==> src/rtl/mux_scan_if.sv <==
// Signal bundle between the scan sequencer and its controller / the 16:1 mux.
interface mux_scan_if #(
  parameter int N_CH    = 16,
  parameter int SEL_W   = 4,
  parameter int DWELL_W = 4
);
  logic               start;
  logic [N_CH-1:0]    mask;
  logic [DWELL_W-1:0] dwell;
  logic               mux_out;
  logic [SEL_W-1:0]   sel;
  logic               busy;
  logic               done;
  logic               sample_valid;
  logic [SEL_W-1:0]   sample_ch;
  logic               sample_bit;
  logic [N_CH-1:0]    capture;

  modport master (
    input  start, mask, dwell, mux_out,
    output sel, busy, done, sample_valid, sample_ch, sample_bit, capture
  );

  modport slave (
    output start, mask, dwell, mux_out,
    input  sel, busy, done, sample_valid, sample_ch, sample_bit, capture
  );
endinterface

==> src/rtl/mux_scan_sequencer.sv <==
// Steps the mux select through the enabled channels in ascending order, waits
// a programmable settle time on each, and assembles the sampled bits.
module mux_scan_sequencer #(
  parameter int N_CH    = 16,
  parameter int SEL_W   = 4,
  parameter int DWELL_W = 4
) (
  input  logic       clk,
  input  logic       rst_n,
  mux_scan_if.master bus
);
  localparam logic [1:0] IDLE   = 2'd0;
  localparam logic [1:0] SETTLE = 2'd1;
  localparam logic [1:0] SAMPLE = 2'd2;

  localparam logic [N_CH-1:0] ONE = N_CH'(1);

  logic [1:0]         state;
  logic [N_CH-1:0]    mask_l;
  logic [DWELL_W-1:0] dwell_l;
  logic [DWELL_W-1:0] cnt;
  logic [SEL_W-1:0]   sel_q;
  logic [SEL_W-1:0]   sample_ch_q;
  logic               busy_q;
  logic               done_q;
  logic               sample_valid_q;
  logic               sample_bit_q;
  logic [N_CH-1:0]    capture_q;
  logic [N_CH-1:0]    above;

  function automatic logic [SEL_W-1:0] lowest_set(input logic [N_CH-1:0] m);
    lowest_set = '0;
    for (int i = N_CH - 1; i >= 0; i--)
      if (m[i]) lowest_set = SEL_W'(i);
  endfunction

  // Enabled channels strictly above the current select; empty at the top channel.
  always_comb begin
    above = mask_l & ~(((ONE << sel_q) << 1) - ONE);
  end

  always_ff @(posedge clk or negedge rst_n) begin
    if (!rst_n) begin
      state          <= IDLE;
      mask_l         <= '0;
      dwell_l        <= '0;
      cnt            <= '0;
      sel_q          <= '0;
      busy_q         <= 1'b0;
      done_q         <= 1'b0;
      sample_valid_q <= 1'b0;
      sample_ch_q    <= '0;
      sample_bit_q   <= 1'b0;
      capture_q      <= '0;
    end else begin
      done_q         <= 1'b0;
      sample_valid_q <= 1'b0;
      case (state)
        IDLE: begin
          if (bus.start) begin
            mask_l    <= bus.mask;
            dwell_l   <= bus.dwell;
            capture_q <= '0;
            if (|bus.mask) begin
              sel_q  <= lowest_set(bus.mask);
              cnt    <= bus.dwell;
              busy_q <= 1'b1;
              state  <= SETTLE;
            end else begin
              done_q <= 1'b1;
            end
          end
        end
        SETTLE: begin
          if (cnt == '0) state <= SAMPLE;
          else           cnt   <= cnt - DWELL_W'(1);
        end
        SAMPLE: begin
          capture_q[sel_q] <= bus.mux_out;
          sample_valid_q   <= 1'b1;
          sample_ch_q      <= sel_q;
          sample_bit_q     <= bus.mux_out;
          if (|above) begin
            sel_q <= lowest_set(above);
            cnt   <= dwell_l;
            state <= SETTLE;
          end else begin
            busy_q <= 1'b0;
            done_q <= 1'b1;
            state  <= IDLE;
          end
        end
        default: state <= IDLE;
      endcase
    end
  end

  assign bus.sel          = sel_q;
  assign bus.busy         = busy_q;
  assign bus.done         = done_q;
  assign bus.sample_valid = sample_valid_q;
  assign bus.sample_ch    = sample_ch_q;
  assign bus.sample_bit   = sample_bit_q;
  assign bus.capture      = capture_q;
endmodule

==> src/flat_wrapper.sv <==
// flat-port wrapper written by rule: the top's interface ports become plain ports
module mux_scan_sequencer_flat 
#(
  parameter int N_CH    = 16,
  parameter int SEL_W   = 4,
  parameter int DWELL_W = 4
)
  (clk, rst_n, bus_start, bus_mask, bus_dwell, bus_mux_out, bus_sel, bus_busy, bus_done, bus_sample_valid, bus_sample_ch, bus_sample_bit, bus_capture);
  mux_scan_if #(.N_CH(N_CH), .SEL_W(SEL_W), .DWELL_W(DWELL_W)) bus_i ();
  input  logic clk;
  input  logic rst_n;
  input wire logic [$bits(bus_i.start)-1:0] bus_start;
  input wire logic [$bits(bus_i.mask)-1:0] bus_mask;
  input wire logic [$bits(bus_i.dwell)-1:0] bus_dwell;
  input wire logic [$bits(bus_i.mux_out)-1:0] bus_mux_out;
  output wire logic [$bits(bus_i.sel)-1:0] bus_sel;
  output wire logic [$bits(bus_i.busy)-1:0] bus_busy;
  output wire logic [$bits(bus_i.done)-1:0] bus_done;
  output wire logic [$bits(bus_i.sample_valid)-1:0] bus_sample_valid;
  output wire logic [$bits(bus_i.sample_ch)-1:0] bus_sample_ch;
  output wire logic [$bits(bus_i.sample_bit)-1:0] bus_sample_bit;
  output wire logic [$bits(bus_i.capture)-1:0] bus_capture;
  assign bus_i.start = bus_start;
  assign bus_i.mask = bus_mask;
  assign bus_i.dwell = bus_dwell;
  assign bus_i.mux_out = bus_mux_out;
  assign bus_sel = bus_i.sel;
  assign bus_busy = bus_i.busy;
  assign bus_done = bus_i.done;
  assign bus_sample_valid = bus_i.sample_valid;
  assign bus_sample_ch = bus_i.sample_ch;
  assign bus_sample_bit = bus_i.sample_bit;
  assign bus_capture = bus_i.capture;
  mux_scan_sequencer #(.N_CH(N_CH), .SEL_W(SEL_W), .DWELL_W(DWELL_W)) u_core (.clk(clk), .rst_n(rst_n), .bus(bus_i));
endmodule
==> config.mk <==
export PLATFORM = sky130hd
export DESIGN_NAME = mux_scan_sequencer_flat
export DESIGN_NICKNAME = d
export VERILOG_FILES = /design/src/rtl/mux_scan_if.sv /design/src/rtl/mux_scan_sequencer.sv /design/src/flat_wrapper.sv
export SDC_FILE = /design/constraint.sdc
export NUM_CORES = 1
export LEC_CHECK = 0
export BUFFER_PORTS_ARGS = -buffer_cell sky130_fd_sc_hd__buf_2
export CORE_ASPECT_RATIO = 1.5
export CORE_UTILIZATION = 51
export CTS_CLUSTER_SIZE = 24
export DETAILED_ROUTE_END_ITERATION = 8
export PLACE_DENSITY = 0.76
export SLEW_MARGIN = 20
export SYNTH_ARGS = -nofsm -noshare
export SYNTH_HDL_FRONTEND = slang
export SYNTH_SLANG_ARGS = --single-unit
==> constraint.sdc <==
create_clock -name clk -period 3.2 [get_ports clk]
set_input_delay 0.16 -clock clk [delete_from_list [all_inputs] [get_ports clk]]
set_output_delay 0.16 -clock clk [all_outputs]
set_load 0.05 [all_outputs]
Word-level counts from Yosys, hierarchy flattened
Index checks and enable logic that the tools add are counted.
- equal/unequal tests: 8
- multiplexer cells: 60
- reduce and logical (&&, ||, !) cells: 13
- bitwise operators: 2
- shift operators: 1
- magnitude comparators: 2
- add/sub/neg operators: 2
- operator list (cell ; count):
    two-way mux 4 bit ; 39
    case mux 16 bit (2 select lines) ; 1
    OR reduction 16 bit ; 2
    AND 16 bit ; 1
    bitwise mux 16 bit ; 1
    two-way mux 16 bit ; 1
    NOT 16 bit ; 1
    subtractor 16 x 1 -> 16 bit (second input constant) ; 1
    << shifter 1 x 4 -> 15 bit (first input constant) ; 1
    case mux 4 bit (3 select lines) ; 1
    two-way mux 1 bit ; 9
    case mux 4 bit (2 select lines) ; 1
    AND reduction 4 bit ; 2
    two-way mux 2 bit ; 3
    != test 2 x 1 -> 1 bit (second input constant) ; 3
    != test 2 bit (second input constant) ; 3
    case mux 2 bit (3 select lines) ; 1
    < comparator 4 x 5 -> 1 bit (second input constant) ; 1
    AND reduction 5 bit ; 1
    demux 1 bit (select 4 bit) ; 1
    greater-or-equal comparator 4 x 1 -> 1 bit (second input constant) ; 1
    zero test 4 bit ; 1
    case mux 1 bit (2 select lines) ; 2
    AND reduction 2 bit ; 2
    8 further kinds ; 8
- flip-flop bits (word level): 54
- output and inout port bits: 28
- word-level logic and storage cells: 99
- bits of input ports: 24

Depth between registers and ports, before layout
- word-level depth: 22
- gate-level depth with buffers: 12
- mapped depth without buffers: 9

Worst setup path after synthesis
No wires, ideal clock.
- kind: register -> register
- start: register u_core.sel_q[0], in the netlist u_core.bus.sel[0]
- end: register u_core.busy_q, in the netlist u_core.bus.busy
- library setup time: 0.133 ns
- arrival: 3.237 ns
- data required time: 3.067 ns
- path slack: -0.170 ns
- stages on the path, launching flop included: 13
- path buffers: 3
- period minus slack after synthesis: 3.370 ns
- cell sequence: dfrtp_1 > clkbuf_4 > clkbuf_1 > nor2b_1 > nand2_1 > ha_1 > buf_2 > inv_1 > a31oi_1 > o221a_2 > or4_4 > o31ai_1 > o21ai_1
- cells in the longest elaborated chain, start to end: 7
- ends and longest elaborated chain (item ; RTL line ; RTL):
    start, declared ; mux_scan_sequencer.sv:22 ; logic [SEL_W-1:0] sel_q;
    start signal, assigned ; mux_scan_sequencer.sv:65 ; sel_q <= lowest_set(bus.mask);
    start signal, assigned ; mux_scan_sequencer.sv:84 ; sel_q <= lowest_set(above);
    << shifter 1 x 4 -> 15 bit ; mux_scan_sequencer.sv:39 ; above = mask_l & ~(((ONE << sel_q) << 1) - ONE);
    subtractor 16 x 1 -> 16 bit ; mux_scan_sequencer.sv:39 ;
    NOT 16 bit ; mux_scan_sequencer.sv:39 ;
    AND 16 bit ; mux_scan_sequencer.sv:39 ;
    OR reduction 16 bit ; mux_scan_sequencer.sv:83 ; if (|above) begin
    != test 2 bit (no source line) ; - ;
    AND reduction 4 bit (no source line) ; - ;
    end signal, assigned ; mux_scan_sequencer.sv:49 ; busy_q <= 1'b0;
    end signal, assigned ; mux_scan_sequencer.sv:67 ; busy_q <= 1'b1;
    end signal, assigned ; mux_scan_sequencer.sv:88 ; busy_q <= 1'b0;
    end, declared ; mux_scan_sequencer.sv:24 ; logic busy_q;
Every way passes these cells.
A chain may end at the register's enable or synchronous reset.

Worst setup path in the final report
- start: register u_core.sel_q[3], in the netlist u_core.bus.sel[3]
- end: register u_core.busy_q, in the netlist u_core.bus.busy
The elaborated chain is that of the path after synthesis.

==> flow_summary.toml <==
[die]
rows = 35
core_region_area_um2 = 6131
die_w_um = 67.00
die-area_um2 = 6666
ios = 52
start_util_pct = 52.71
die_y_um = 99.50

[setup_path]
reg2reg_from = "u_core.bus.sel[3]"
endpoint_kind = "flop"
r2r_slack_ns = 0.23
worstPathMaxFanout = 12
cp_common_cell = "inv_1"
slowest_delay_ns = 0.55
setup.worst_path.start = "u_core.bus.sel[3]"
cp-start-kind = "flop"
reg2reg_depth = 9
cp_data_arrival_time_ns = 3.16
required_ns = 3.39
r2r-end = "u_core.bus.busy"
crit_type = "reg2reg"
critPathSlowestCell = "or4_4"
path_cells = "nor4_1 > inv_1 > ha_1 > inv_1 > a31oi_1 > o221a_2 > or4_4 > o31ai_1 > o21ai_1"

[timing]
period_needed_ns = 2.971
finalSetupViolCount = 0
rsz0062_at_grt = "false"
clock.fmax_mhz = 336.6
finClkSkew_ns = 0.007793
drv_slew = 0
relSlewSlack_pct = 52.30
period_share_pct = 92.84
hold_slack_ns = 0.09008
tightest_slew_ns = 0.6975
hold_viol_final = 0
fin_setup_tns_ns = 0

[clock_network]
cts_sinks = 53
clk_pin_slew_ns = 0.09
cts_buffers = 5
cts.htree.levels = 2
post_cts_buffers = 0
clockRootBuffer = "clkbuf_8"
cts_tree = "yes"
cts_resized = 0
max-clock-path-buffers = 2
worstSkewPairLatency_ns = 0.31

[pwr]
power.density_nw_per_um2 = 959.0
ir_worst_vdd_v = 0.0004036
p_leak_uw = 0.001691

[finish]
layout.nets = 418
fillerInstances = 577
mostFrequentLayoutCell = "dfrtp_1"
layout-drive-gt1-share_pct = 28.61
num_antenna_cells = 0
layout_common_cells = "dfrtp_1 (52), buf_2 (51), o21ai_0 (34)"
area_growth_pct = 13.09

[logic_synthesis]
ys_warn_count = 0
yosys.area.top_type = "dfrtp_1"
async_reset_ff_share_pct = 100.0
syn_nets = 367
ys.flop_type = "dfrtp_1"
netlist_area_um2 = 3232
synth_area_leaders = "dfrtp_1 (41%), mux2_2 (7.0%), o21ai_0 (5.3%)"
synth_top_area_share_pct = 41.04
synth_seq_cells = 53
avgSynthCellArea_um2 = 9.619
synth_cells = 336
yosysSeqAreaShare_pct = 41.04
synthDistinctLibCells = 67
synth-edff-count = 0

[routing]
maxUsedRoutingLayer = "met4"
drc_errors = 0
dr.pass1.iters = 4
dr_wl_met3_um = 341
ant_nets = 0
drtIter0Drc = 176
wl_met1_um = 3311
vias = 2810
finalWirelength_um = 8049
wl_per_cell_um = 17.42
wl_met2_um = 4110
vias_per_cell = 6.082

[grt]
grt_start_max_net_pins = 32
antenna_found_initial = 0
grt_usage_pct = 26.28
grt.overflow.total = 0
grt_pass1_wl_um = 13230
grt_pass1_vias = 2740

[min_path]
hold_depth = 2
hold_path.class = "in2reg"
min_to = "u_core.dwell_l[1]"
min_from = "bus_dwell[1]"

[status]
status = "completed"

[place]
io_buffers = 51
dp_hpwl_um = 6093
place.gp.congestion = 0.9969

[run]
cap_viol_max_count = 0
==> what timing repair did <==
item                                    CTS  global route
endpoints found under the setup margin    0             0
endpoints found under the hold margin    30             0
hold buffers                              1             0
==> report_power, final <==
part	internal, µW	switching [µW]
combinational	778	1230
sequential	898	224
clock	153	225
total	1830	1680
==> registers in the layout, summed over array words and instances (netlist names) <==
signal                   count
u_core.bus.busy              1
u_core.mask_l               15
u_core.cnt                   4
u_core.bus.sample_bit        1
u_core.state                 2
u_core.bus.sel               4
u_core.dwell_l               4
u_core.bus.sample_valid      1
u_core.bus.done              1
u_core.bus.capture          16
u_core.bus.sample_ch         4
==> routing by layer <==
metal	global-route usage, %	vias up
met1	32.28	1352
met5	0	-
li1	-	1338
met3	3.784	24
met4	12.44	0
met2	44.21	96
==> worst max path at each step <==
| stage | to | slack [ns] |
|---|---|---|
| 3_3_place_gp | u_core.bus.sel[0] | 0.34 |
| 2_1_floorplan | u_core.bus.busy | 0.01 |
| 3_5_place_dp | u_core.bus.sel[0] | 0.28 |
| 6_report | u_core.bus.busy | 0.23 |
| 5_1_grt | u_core.bus.sel[0] | 0.04 |
| 4_1_cts | u_core.bus.busy | 0.25 |
==> synth_stat cells, types with 7 or more instances <==
master,n
mux2_2,20
inv_1,20
nand2_1,23
dfrtp_1,53
a31oi_1,8
clkbuf_1,7
nor2_1,16
nor4_1,7
ha_1,7
nor3_1,8
a21oi_1,29
o21ai_0,34
==> worst max-delay path, delay by kind of cell (launching register included) <==
family	cells	cell delay [ns]
simple gates	2	0.94
compound gates	4	0.75
flops	1	0.51
fa+ha+maj	1	0.36
buf+inv	2	0.29
==> per-stage QoR <==
step,cell area (µm²),setup WS [ns],total power (µW),util [%],std cells
floorplan,3233,0.01292,2667,-,336
global placement,3558,0.3374,3076,58.04,453
detailed placement,3558,0.2831,3118,58.04,453
CTS,3651,0.2477,3494,59.55,462
global route,3655,0.04484,3767,59.61,462
finish,3655,0.2291,3505,59.61,462
==> cells by family (layout without fill, tap and decap cells) <==
| family | after synthesis | in the layout | share of synthesized area [%] |
|---|---|---|---|
| mux | 28 | 28 | 9.950 |
| fa+ha+maj | 7 | 7 | 2.710 |
| flops | 53 | 53 | 41.04 |
| compound gates | 119 | 119 | 24.00 |
| simple gates | 88 | 88 | 15.87 |
| xor+xnor | 4 | 4 | 1.317 |
| buf+inv | 37 | 89 | 5.110 |
==> cell type report <==
type,instances,area (µm²),area share (%)
well taps,74,92.59,2.533
repair buffers,61,332.8,9.106
inverters,20,75.07,2.054
flip-flops and latches,53,1328,36.32
multi-input cells,246,1744,47.72
clock buffers,6,72.57,1.986
clock inverters,2,10.01,0.2739
Power figures use the tool's default switching activity.
